$ cat src/rtl/time_set_ctrl.sv
// time_set_ctrl: time-setting controller for a clock display.
// Two debounced buttons step through hour/minute/second edit states. The
// up button increments the selected field. The commit state pulses load
// so the timekeeper takes over the edited time.
// Optional feature macro: TIME_SET_AUTOREPEAT_EN (auto-repeat on held up button).
module time_set_ctrl #(
    parameter int unsigned DEBOUNCE_CYCLES = 50000,
    parameter int unsigned BLINK_CYCLES    = 25000000,
    parameter int unsigned REPEAT_DELAY    = 25000000,
    parameter int unsigned REPEAT_CYCLES   = 5000000
) (
    input  logic       clk,
    input  logic       rst,
    input  logic       btn_mode,
    input  logic       btn_up,
    input  logic [4:0] cur_hour,
    input  logic [5:0] cur_min,
    input  logic [5:0] cur_sec,
    output logic [4:0] set_hour,
    output logic [5:0] set_min,
    output logic [5:0] set_sec,
    output logic       load,
    output logic       setting,
    output logic [1:0] field_sel,
    output logic       blink
);

    localparam int unsigned DB_W = $clog2(DEBOUNCE_CYCLES + 1);
    localparam int unsigned BL_W = $clog2(BLINK_CYCLES + 1);

    typedef enum logic [2:0] {
        RUN      = 3'd0,
        SET_HOUR = 3'd1,
        SET_MIN  = 3'd2,
        SET_SEC  = 3'd3,
        COMMIT   = 3'd4
    } state_t;

    // Zero-length timing parameters would underflow the terminal counts.
    if (DEBOUNCE_CYCLES < 1 || BLINK_CYCLES < 1 || REPEAT_DELAY < 1 || REPEAT_CYCLES < 1) begin : g_bad_param
        $error("time_set_ctrl: all cycle parameters must be at least 1");
    end

    // Index 0 is the mode button, index 1 is the up button.
    logic [1:0]      r_sync1;
    logic [1:0]      r_sync2;
    logic [1:0]      r_deb;
    logic [1:0]      r_deb_q;
    logic [DB_W-1:0] r_db_cnt [2];

    state_t          r_state;
    state_t          w_state_nxt;
    logic [4:0]      r_set_hour, w_hour_nxt;
    logic [5:0]      r_set_min,  w_min_nxt;
    logic [5:0]      r_set_sec,  w_sec_nxt;
    logic            r_load, r_setting, r_blink, w_blink_nxt;
    logic [1:0]      r_field_sel;
    logic [BL_W-1:0] r_blink_cnt, w_blink_cnt_nxt;
    logic            w_inc;

    logic            w_mode_ev;
    logic            w_up_press;
    logic            w_up_ev;
    logic            w_in_set;

    assign w_mode_ev  = r_deb[0] & ~r_deb_q[0];
    assign w_up_press = r_deb[1] & ~r_deb_q[1];
    assign w_in_set   = (r_state == SET_HOUR) || (r_state == SET_MIN) || (r_state == SET_SEC);

    // Synchronize both buttons and accept a new level only after it stays stable.
    always_ff @(posedge clk or posedge rst) begin
        if (rst) begin
            r_sync1  <= 2'b00;
            r_sync2  <= 2'b00;
            r_deb    <= 2'b00;
            r_deb_q  <= 2'b00;
            r_db_cnt <= '{default: '0};
        end else begin
            r_sync1 <= {btn_up, btn_mode};
            r_sync2 <= r_sync1;
            r_deb_q <= r_deb;
            for (int i = 0; i < 2; i++) begin
                if (r_sync2[i] != r_deb[i]) begin
                    if (r_db_cnt[i] == DB_W'(DEBOUNCE_CYCLES - 1)) begin
                        r_deb[i]    <= r_sync2[i];
                        r_db_cnt[i] <= '0;
                    end else begin
                        r_db_cnt[i] <= r_db_cnt[i] + DB_W'(1);
                    end
                end else begin
                    r_db_cnt[i] <= '0;
                end
            end
        end
    end

`ifdef TIME_SET_AUTOREPEAT_EN
    localparam int unsigned RP_MAX = (REPEAT_DELAY > REPEAT_CYCLES) ? REPEAT_DELAY : REPEAT_CYCLES;
    localparam int unsigned RP_W   = $clog2(RP_MAX + 1);

    logic [RP_W-1:0] r_rep_cnt;
    logic            r_rep_phase;
    logic            w_rep_ev;

    // A repeat fires after the initial hold delay, then at the faster interval.
    always_comb begin
        w_rep_ev = 1'b0;
        if (r_deb[1] && w_in_set && !w_up_press) begin
            if (r_rep_phase) begin
                w_rep_ev = (r_rep_cnt == RP_W'(REPEAT_CYCLES - 1));
            end else begin
                w_rep_ev = (r_rep_cnt == RP_W'(REPEAT_DELAY - 1));
            end
        end else begin
            w_rep_ev = 1'b0;
        end
    end

    // Hold-time counter restarts on each press and clears on release or outside edits.
    always_ff @(posedge clk or posedge rst) begin
        if (rst) begin
            r_rep_cnt   <= '0;
            r_rep_phase <= 1'b0;
        end else if (!r_deb[1] || !w_in_set || w_up_press) begin
            r_rep_cnt   <= '0;
            r_rep_phase <= 1'b0;
        end else if (w_rep_ev) begin
            r_rep_cnt   <= '0;
            r_rep_phase <= 1'b1;
        end else begin
            r_rep_cnt   <= r_rep_cnt + RP_W'(1);
        end
    end

    assign w_up_ev = w_up_press | w_rep_ev;
`else
    assign w_up_ev = w_up_press;
`endif

    // Next state and edited values; a mode event always beats an up event.
    always_comb begin
        w_state_nxt = r_state;
        w_hour_nxt  = r_set_hour;
        w_min_nxt   = r_set_min;
        w_sec_nxt   = r_set_sec;
        w_inc       = 1'b0;
        case (r_state)
            RUN: begin
                if (w_mode_ev) begin
                    w_state_nxt = SET_HOUR;
                    w_hour_nxt  = cur_hour;
                    w_min_nxt   = cur_min;
                    w_sec_nxt   = cur_sec;
                end else begin
                    w_state_nxt = RUN;
                end
            end
            SET_HOUR: begin
                if (w_mode_ev) begin
                    w_state_nxt = SET_MIN;
                end else if (w_up_ev) begin
                    w_hour_nxt = (r_set_hour >= 5'd23) ? 5'd0 : r_set_hour + 5'd1;
                    w_inc      = 1'b1;
                end else begin
                    w_state_nxt = SET_HOUR;
                end
            end
            SET_MIN: begin
                if (w_mode_ev) begin
                    w_state_nxt = SET_SEC;
                end else if (w_up_ev) begin
                    w_min_nxt = (r_set_min >= 6'd59) ? 6'd0 : r_set_min + 6'd1;
                    w_inc     = 1'b1;
                end else begin
                    w_state_nxt = SET_MIN;
                end
            end
            SET_SEC: begin
                if (w_mode_ev) begin
                    w_state_nxt = COMMIT;
                end else if (w_up_ev) begin
                    w_sec_nxt = (r_set_sec >= 6'd59) ? 6'd0 : r_set_sec + 6'd1;
                    w_inc     = 1'b1;
                end else begin
                    w_state_nxt = SET_SEC;
                end
            end
            COMMIT:  w_state_nxt = RUN;
            default: w_state_nxt = RUN;
        endcase
    end

    // Blink restarts high on entering a field or editing it, then toggles at the half-period.
    always_comb begin
        w_blink_nxt     = 1'b1;
        w_blink_cnt_nxt = '0;
        if (w_state_nxt == RUN || w_state_nxt == COMMIT) begin
            w_blink_nxt     = 1'b1;
            w_blink_cnt_nxt = '0;
        end else if (w_state_nxt != r_state || w_inc) begin
            w_blink_nxt     = 1'b1;
            w_blink_cnt_nxt = '0;
        end else if (r_blink_cnt == BL_W'(BLINK_CYCLES - 1)) begin
            w_blink_nxt     = ~r_blink;
            w_blink_cnt_nxt = '0;
        end else begin
            w_blink_nxt     = r_blink;
            w_blink_cnt_nxt = r_blink_cnt + BL_W'(1);
        end
    end

    // State register plus outputs registered from the next state.
    always_ff @(posedge clk or posedge rst) begin
        if (rst) begin
            r_state     <= RUN;
            r_set_hour  <= 5'd0;
            r_set_min   <= 6'd0;
            r_set_sec   <= 6'd0;
            r_load      <= 1'b0;
            r_setting   <= 1'b0;
            r_field_sel <= 2'b00;
            r_blink     <= 1'b1;
            r_blink_cnt <= '0;
        end else begin
            r_state     <= w_state_nxt;
            r_set_hour  <= w_hour_nxt;
            r_set_min   <= w_min_nxt;
            r_set_sec   <= w_sec_nxt;
            r_load      <= (w_state_nxt == COMMIT);
            r_setting   <= (w_state_nxt != RUN);
            r_blink     <= w_blink_nxt;
            r_blink_cnt <= w_blink_cnt_nxt;
            case (w_state_nxt)
                SET_HOUR: r_field_sel <= 2'b01;
                SET_MIN:  r_field_sel <= 2'b10;
                SET_SEC:  r_field_sel <= 2'b11;
                default:  r_field_sel <= 2'b00;
            endcase
        end
    end

    assign set_hour  = r_set_hour;
    assign set_min   = r_set_min;
    assign set_sec   = r_set_sec;
    assign load      = r_load;
    assign setting   = r_setting;
    assign field_sel = r_field_sel;
    assign blink     = r_blink;

endmodule

$ cat config.mk
export PLATFORM = sky130hd
export DESIGN_NAME = time_set_ctrl
export DESIGN_NICKNAME = d
export VERILOG_FILES = /design/src/rtl/time_set_ctrl.sv
export SDC_FILE = /design/constraint.sdc
export NUM_CORES = 1
export LEC_CHECK = 0
export CORE_UTILIZATION = 51
export DETAILED_ROUTE_END_ITERATION = 10
export PLACE_DENSITY_LB_ADDON = 0.08
export SLEW_MARGIN = 10
export SYNTH_ARGS = -nofsm -noshare
export SYNTH_HDL_FRONTEND = slang
export SYNTH_SLANG_ARGS = --single-unit
$ cat constraint.sdc
create_clock -name clk -period 3.01 [get_ports clk]
set_input_delay 0.602 -clock clk [delete_from_list [all_inputs] [get_ports clk]]
set_output_delay 0.602 -clock clk [all_outputs]
set_load 0.02 [all_outputs]
==> results of run 1 <==
## cell usage after synthesis (2+ instances only)
library cell,instances
dfrtp_1,89
nor2_1,82
nand2_1,40
xor2_1,34
nand3_1,27
o21ai_0,22
xnor2_1,22
a21oi_1,16
and3_1,14
nand4_1,14
nor3_1,12
clkbuf_1,7
inv_1,7
ha_1,6
nor2b_1,6
nor4_1,6
a21o_1,4
a211oi_1,3
buf_2,3
nand2b_1,3
a31oi_1,2
and4_1,2
buf_6,2
mux2_2,2
nor4_4,2
nor4b_1,2
o2111ai_1,2
## area by class of cell
| class | instances | area [um2] | share of cell area (%) |
|---|---|---|---|
| multi-input combinational | 343 | 2043 | 40.20 |
| inverter | 7 | 27.53 | 0.5416 |
| sequential | 90 | 2253 | 44.34 |
| clock buffer | 13 | 138.9 | 2.733 |
| timing repair buffer | 44 | 447.9 | 8.813 |
| tap | 105 | 131.4 | 2.585 |
| clock inverter | 3 | 40.04 | 0.7878 |
## metrics by stage
stage               worst slack (ns)  instance area (um2)  hold slack [ns]  std cells  util, %
global placement              0.9774                 4903           0.3351        589    59.38
global route                  0.6957                 5082           0.3632        605    61.55
CTS                           0.8739                 5082           0.3530        605    61.55
finish                        0.9100                 5082           0.3502        605    61.55
detailed placement            0.9066                 4903           0.3356        589    59.38
floorplan                    0.07440                 4394           0.3312        453        -
## power by group
| part | internal [W] | switching [W] |
|---|---|---|
| combinational | 0.0000358 | 0.0000400 |
| clock | 0.000383 | 0.000387 |
| sequential | 0.00122 | 0.00000694 |
| total | 0.00164 | 0.000434 |
## kinds of logic (layout without fill, tap and decap cells)
family / after synthesis / after routing / share of synthesized area, %
AO/OA/AOI/OAI: 59 / 59 / 8.087
XOR/XNOR: 56 / 56 / 11.16
adder cells (fa/ha/maj): 6 / 6 / 1.708
buffers and inverters: 20 / 67 / 2.221
flip-flops: 90 / 90 / 51.28
multiplexers: 2 / 2 / 0.5125
AND/OR/NAND/NOR: 220 / 220 / 25.03
## cells in the final DEF (no fill, tap or decap), types with 12 or more instances in the layout
cell | Yosys | final
and3_1 | 14 | 14
nand4_1 | 14 | 14
nand2_1 | 40 | 40
nor2_1 | 82 | 82
a21oi_1 | 16 | 16
xnor2_1 | 22 | 22
clkdlybuf4s50_1 | 0 | 42
nor3_1 | 12 | 12
nand3_1 | 27 | 27
o21ai_0 | 22 | 22
xor2_1 | 34 | 34
dfrtp_1 | 89 | 89
## how the worst max path moves through the flow
| stage | startpoint | to | slack [ns] | cells past startpoint |
|---|---|---|---|---|
| global placement | r_blink_cnt[0] | r_blink_cnt[19] | 0.98 | 6 |
| global route | r_blink_cnt[0] | r_blink_cnt[20] | 0.70 | 6 |
| floorplan | rst | field_sel[0] | 0.07 | 1 |
| finish | blink | blink | 0.91 | 1 |
| detailed placement | r_blink_cnt[0] | r_blink_cnt[15] | 0.91 | 6 |
| CTS | r_blink_cnt[0] | r_blink_cnt[15] | 0.87 | 6 |
## layer usage
| layer | part of all wire (%) | vias to the layer above |
|---|---|---|
| met5 | 0 | - |
| met4 | 0.91 | 0 |
| met3 | 2.8 | 5 |
| met2 | 46 | 38 |
| met1 | 50 | 1550 |
| li1 | - | 1646 |
## state kept, by name, summed over array words and instances (netlist names)
register / flops
r_db_cnt: 32
set_hour: 5
setting: 1
r_state: 3
blink: 1
r_sync1: 2
set_min: 6
r_blink_cnt: 25
field_sel: 2
r_deb: 2
load: 1
r_deb_q: 2
r_sync2: 2
set_sec: 6
==> impl_metrics.toml, run 1 <==
[status]
outcome = "completed"

[layout]
insertedDiodeCount = 0
area_delta_synth_final_pct = 15.66
layout-drive-gt1-share_pct = 5.200
nets = 522
fill_cells = 731

[die]
die_h_um = 94.82
dieArea_um2 = 8991
core-area_um2 = 8258
start_util_pct = 53.21
pin_count = 43
num_rows = 33
chipWidth_um = 94.82

[sta]
post-route-period-util_pct = 69.77
max_slew.worst_pin.slew_ns = 0.5252
hold_viol_final = 0
fin_setup_tns_ns = 0
finalSetupViolations = 0
post-route-min-period_ns = 2.100
rsz0062_at_grt = "no"
max_slew_margin_pct = 64.66
max_freq_mhz = 476.2
slew_viol_final = 0
finClkSkew_ns = 0.009999

[yosys]
synthesis.area_um2 = 4394
yosysTopAreaCellShare_pct = 50.68
netlist_top_cells_area = "dfrtp_1, nor2_1, xor2_1"
ys_seq_area_share_pct = 51.28
synth_edf_count = 0
netlist_instances = 453
synth-main-ff-cell = "dfrtp_1"
syn_area_per_cell_um2 = 9.700
yosys.area.top_type = "dfrtp_1"
synth_seq_cells = 90
synthArstFlopShare_pct = 100.0
ys_warn_count = 0
ys_types = 49
syn_nets = 480

[detailed_routing]
vias_per_cell = 5.354
drt_first_iter_violations = 162
post-route-drc-count = 0
drtAntennaViolNets = 0
drt_pre_antenna_iters = 4
routedWlPerCell_um = 12.87
wirelength_mm = 7.784
vias = 3239

[worst_setup_path]
startpoint_type = "flop"
endpoint_kind = "output port"
crit_buf_inv = 1
reg2reg_depth = 6
slowest_stage = "clkdlybuf4s50_1"
critPathKind = "flop to output port"
cp.arrival_ns = 1.50
crit_fanout = 2
crit_path_max_incr_delay_ns = 0.60
crit_required_ns = 2.41
cp_cell_sequence = "clkdlybuf4s50_1"
crit_family = "buffers and inverters"
reg2reg_slack_ns = 0.93
r2r_start = "r_blink_cnt[0]"
r2r-end = "r_blink_cnt[4]"

[clock_network]
h-tree-depth = 3
cts_root_buf = "clkbuf_8"
clk_pin_slew_ns = 0.08
holdBufCountCts = 0
cts.sinks = 90
post-cts-setup-buffer-count = 0
clk_path_buf_depth = 2
cts_resized = 0
clk_latency_ns = 0.34
cts_made_buffers = 9
cts_tree = "built"

[worst_hold_path]
min_to = "r_sync2[0]"
whs_path_depth = 0
min-delay-start = "r_sync1[0]"
min_path_type = "flop to flop"

[grt]
busiest_layer = "met2"
grt_max_degree = 91
grt_pass1_vias = 3102
gr-usage-met1_pct = 28.03
grt_util_met2_pct = 31.00
antenna_found_initial = 0
globalRouteTotalUtil_pct = 19.77
grt_overflow = 0
grt_pass1_wl_mm = 13.95
gr-usage-met3_pct = 3.140

[placement]
dp_hpwl_mm = 5.440
portBuffers = 42
gp_congestion = 0.8236

[pwr]
cellPowerDensity_nw_per_um2 = 407.3
ir_worst_vdd_v = 0.0002603
total_leakage_power_nw = 2.174
power_w = 0.002070

[flow_run]
cap_violations = 0
Power figures use the tool's default switching activity.
==> inputs of run 2 (changes only) <==
Clock period 3.01 ns to 1.9 ns, I/O delays scaled along.
==> run 2 against run 1 <==
  * Global-route usage down 0.052 points
  * Clock skew is 0.0027 ns higher
  * Critical path depth unchanged
  * Die area unchanged
  * Sequential power increased by 59%
  * Core utilization is 0.89 points higher
  * Critical path type unchanged
==> impl_metrics.toml, run 2 (synthesis results as in run 1) <==
[layout]
insertedDiodeCount = 0
layout_common_cells = "dfrtp_1, nor2_1, nand2_1, clkdlybuf4s50_1, xor2_1"
multi_input_area_um2 = 2044
regMostFlops = "r_db_cnt"
seqCellArea_um2 = 2253
largest_reg_flops = 32
layout-drive-gt1-share_pct = 7.087
fin_cells = 613
area_delta_synth_final_pct = 17.34
reg.largest.list = "r_db_cnt (32), r_blink_cnt (25)"
final_common_cell = "dfrtp_1"
nets = 530
fill_cells = 708

[worst_setup_path]
cp_cell_sequence = "clkdlybuf4s50_1"
critPathKind = "flop to output port"
cp.arrival_ns = 1.45
startpoint_type = "flop"
crit_family = "buffers and inverters"
crit_buf_inv = 1
slowest_stage = "clkdlybuf4s50_1"
crit_required_ns = 1.52
crit_path_max_incr_delay_ns = 0.64
crit_fanout = 7
endpoint_kind = "output port"

[status]
outcome = "completed"

[detailed_routing]
met3_length_um = 267
vias = 3262
met2WireLength_mm = 3.766
drt_first_iter_violations = 122
wirelength_mm = 8.092
wl_met1_mm = 3.994
drt_pre_antenna_iters = 4
drtAntennaViolNets = 0
routedWlPerCell_um = 13.20
top_layer = "met4"
post-route-drc-count = 0
vias_per_cell = 5.321

[pwr]
ir_worst_vdd_v = 0.0004552
total_leakage_power_nw = 2.224
cellPowerDensity_nw_per_um2 = 637.5

[clock_network]
cts_made_buffers = 9
clk_path_buf_depth = 2
cts_tree = "built"
clk_pin_slew_ns = 0.09
h-tree-depth = 3
cts_root_buf = "clkbuf_8"
cts.sinks = 90
clk_latency_ns = 0.35
holdBufCountCts = 0

[sta]
fin_setup_tns_ns = 0
max_freq_mhz = 545.9
max_slew_margin_pct = 69.72
hold_viol_final = 0
slew_viol_final = 0
post-route-period-util_pct = 96.41
post-route-min-period_ns = 1.832
max_slew.worst_pin.slew_ns = 0.4501
finalSetupViolations = 0
finClkSkew_ns = 0.01266
rsz0062_at_grt = "no"

[placement]
portBuffers = 42
gp_congestion = 0.8279
dp_hpwl_mm = 5.642
dp.cells = 597

[die]
dieArea_um2 = 8991
chipWidth_um = 94.82
start_util_pct = 53.21
pin_count = 43
core-area_um2 = 8258
die_h_um = 94.82
num_rows = 33

[grt]
grt_pass1_vias = 3137
globalRouteTotalUtil_pct = 19.72
antenna_found_initial = 0
grt_overflow = 0
grt_pass1_wl_mm = 13.88
grt_max_degree = 54

[worst_hold_path]
min_path_type = "flop to flop"

[flow_run]
cap_violations = 0
==> run 2: changes by cell type in the layout (fill, tap and decap cells not counted), sizes merged <==
cell / before / now
buf: 2 / 10
clkdlybuf4s50: 42 / 39
clkinv: 3 / 1
clkinvlp: 0 / 2
dlymetal6s2s: 0 / 2
bufinv: 1 / 0
clkbuf: 13 / 14
dlygate4sd2: 0 / 1
==> run 2: stage by stage <==
stage	worst slack (ns)	hold WS, ns	utilization, %	cell area (um2)	power (W)
floorplan	0.2456	0.3312	-	4398	0.002036
global placement	0.1996	0.3342	60.14	4966	0.002106
detailed placement	0.1359	0.3379	60.14	4966	0.002108
CTS	0.01712	0.3572	62.36	5150	0.003331
global route	0.002013	0.3618	62.44	5156	0.003443
finish	0.06816	0.3568	62.44	5156	0.003287
==> run 2: where the power goes <==
group	switching, W	leakage [nW]	total, W	internal, W
clock	0.000639	0.0927	0.00122	0.000583
combinational	0.0000655	0.949	0.000127	0.0000610
sequential	0.0000103	1.18	0.00194	0.00193
==> run 2: final timing paths <==
kind / to / startpoint / cells after the start / slack (ns)
hold reg to reg: r_sync2[0] / r_sync1[0] / 0 / 0.36
setup reg to reg: r_blink_cnt[24] / r_blink_cnt[15] / 6 / 0.12
max in group asynchronous: blink / rst / 3 / 1.01
setup / recovery: set_hour[0] / set_hour[0] / 1 / 0.07
hold / removal: r_sync2[0] / r_sync1[0] / 0 / 0.36
min in group asynchronous: r_db_cnt[6] / rst / 3 / 0.44
==> run 2: what timing repair did <==
action | 4_1_cts | 5_1_grt
setup buffers | 0 | 0
setup endpoints to repair | 1 | 4
gates resized for setup | 1 | 3
pin swaps | 0 | 1
==> run 2: cell type report <==
type,instances,share of cell area (%)
clock inverters,2,0.2427
well taps,105,2.548
clock buffers,14,3.349
inverters,7,0.5824
flip-flops and latches,90,43.70
multi-input cells,343,39.65
repair buffers,52,9.925
==> run 2: per-layer routing <==
| layer | global-route usage [%] | vias to the layer above |
|---|---|---|
| li1 | - | 1665 |
| met1 | 26.92 | 1547 |
| met2 | 31.89 | 41 |
| met3 | 4.106 | 9 |
| met4 | 5.303 | 0 |
| met5 | 0 | - |
==> inputs of run 3 (changes only) <==
Settings changed: RECOVER_POWER set to 25.
==> run 3 against run 2 <==
  * Clock skew did not move
  * Global-route usage did not move
  * Wire length barely moved
  * Critical path depth did not move
  * Cell count did not move
  * Die area did not move
  * Clock-buffer cell count did not move
  * Clock power barely moved
  * Maximum frequency did not move
==> impl_metrics.toml, run 3 (synthesis results as in run 1) <==
[status]
outcome = "completed"

[clock_network]
clk_pin_slew_ns = 0.09
clk_latency_ns = 0.35
cts_made_buffers = 9
holdBufCountCts = 0
cts_root_buf = "clkbuf_8"
h-tree-depth = 3
clk_path_buf_depth = 2
cts.sinks = 90
cts_tree = "built"

[sta]
slew_viol_final = 0
rsz0062_at_grt = "no"
max_slew_margin_pct = 23.36
post-route-min-period_ns = 1.832
max_freq_mhz = 545.9
fin_setup_tns_ns = 0
hold_viol_final = 0
finalSetupViolations = 0
setup_ws_ns = 0.06816
timing.hold.ws_ns = 0.3568
max_slew.worst_pin.slew_ns = 1.150
finClkSkew_ns = 0.01266
post-route-period-util_pct = 96.41

[layout]
regMostFlops = "r_db_cnt"
reg.largest.list = "r_db_cnt (32), r_blink_cnt (25)"
nets = 530
finalInstanceArea_um2 = 5141
area_delta_synth_final_pct = 17.00
insertedDiodeCount = 0
largest_reg_flops = 32
fill_cells = 710
utilization_pct = 62.26
final_common_cell = "dfrtp_1"
layout_common_cells = "dfrtp_1, nor2_1, nand2_1, clkdlybuf4s50_1, xor2_1"
layout-drive-gt1-share_pct = 7.087

[placement]
portBuffers = 42
placed_area_um2 = 4966
dp_hpwl_mm = 5.642
gp_congestion = 0.8279
pre_cts_ws_ns = 0.1359

[grt]
gr-usage-met3_pct = 4.106
grt_util_met2_pct = 31.89
grt_pass1_wl_mm = 13.88
grt_pass1_vias = 3137
globalRouteTotalUtil_pct = 19.72
busiest_layer = "met2"
grt_overflow = 0
antenna_found_initial = 0
gr-usage-met1_pct = 26.92
grt_max_degree = 54

[detailed_routing]
drtAntennaViolNets = 0
vias = 3263
drt_pre_antenna_iters = 4
drt_first_iter_violations = 122
post-route-drc-count = 0
routedWlPerCell_um = 13.19
wirelength_mm = 8.087
vias_per_cell = 5.323

[pwr]
ir_worst_vdd_v = 0.0004552
cellPowerDensity_nw_per_um2 = 638.4
total_leakage_power_nw = 2.219

[worst_setup_path]
crit_cells = 1
crit_path_max_incr_delay_ns = 0.64
critPathKind = "flop to output port"
startpoint_type = "flop"
slowest_stage = "clkdlybuf4s50_1"
crit_fanout = 7
endpoint_kind = "output port"
cp.arrival_ns = 1.45
crit_buf_inv = 1
reg2reg_depth = 6
crit_family = "buffers and inverters"
crit_required_ns = 1.52
cp_cell_sequence = "clkdlybuf4s50_1"

[die]
die_h_um = 94.82
num_rows = 33
dieArea_um2 = 8991
pin_count = 43
core-area_um2 = 8258
start_util_pct = 53.21
chipWidth_um = 94.82

[worst_hold_path]
whs_path_depth = 0
min_path_type = "flop to flop"

[flow_run]
cap_violations = 0
[run 3: cell types whose count changed in the layout (fill, tap and decap cells not counted)]
cell / delta
buf_12: -1
dlygate4sd3_1: +2
buf_2: +1
clkdlybuf4s50_1: -2
[run 3: per-stage QoR]
| stage | total power [W] | cells |
|---|---|---|
| global placement | 0.002106 | 597 |
| finish | 0.003282 | 613 |
| CTS | 0.003331 | 613 |
| global route | 0.003438 | 613 |
| detailed placement | 0.002108 | 597 |
| floorplan | 0.002036 | 453 |
[run 3: what timing repair did]
item	in CTS	in global routing
buffers inserted	0	0
pin swaps	0	1
gates resized for setup	1	3
endpoints found under the setup margin	1	4
[run 3: path summary, 6_finish.rpt]
check	slack, ns	startpoint	endpoint
setup / recovery	0.07	set_hour[0]	set_hour[0]
hold / removal	0.36	r_sync1[0]	r_sync2[0]
setup reg to reg	0.12	r_blink_cnt[15]	r_blink_cnt[24]
hold reg to reg	0.36	r_sync1[0]	r_sync2[0]
max in group asynchronous	0.40	rst	r_db_cnt[28]
min in group asynchronous	0.50	rst	r_blink_cnt[4]
[run 3: final cells by class]
type / instances / area, um2 / share of cell area [%]
Multi-Input combinational cell: 343 / 2044 / 39.77
Sequential cell: 90 / 2253 / 43.83
Clock buffer: 14 / 172.7 / 3.358
Clock inverter: 2 / 12.51 / 0.2434
Inverter: 7 / 30.03 / 0.5841
Tap cell: 105 / 131.4 / 2.555
Timing Repair Buffer: 52 / 496.7 / 9.662
[run 3: power by group]
| part | internal, W | leakage [nW] | switching, W |
|---|---|---|---|
| logic | 0.0000565 | 0.944 | 0.0000648 |
| registers | 0.00193 | 1.18 | 0.0000103 |
| clock network | 0.000583 | 0.0927 | 0.000639 |
[run 3: routing by layer]
| metal | wire length (um) | share of wire (%) |
|---|---|---|
| met1 | 3992 | 49 |
| met2 | 3764 | 47 |
| met3 | 267 | 3.3 |
| met4 | 63 | 0.78 |
| met5 | 0 | 0 |
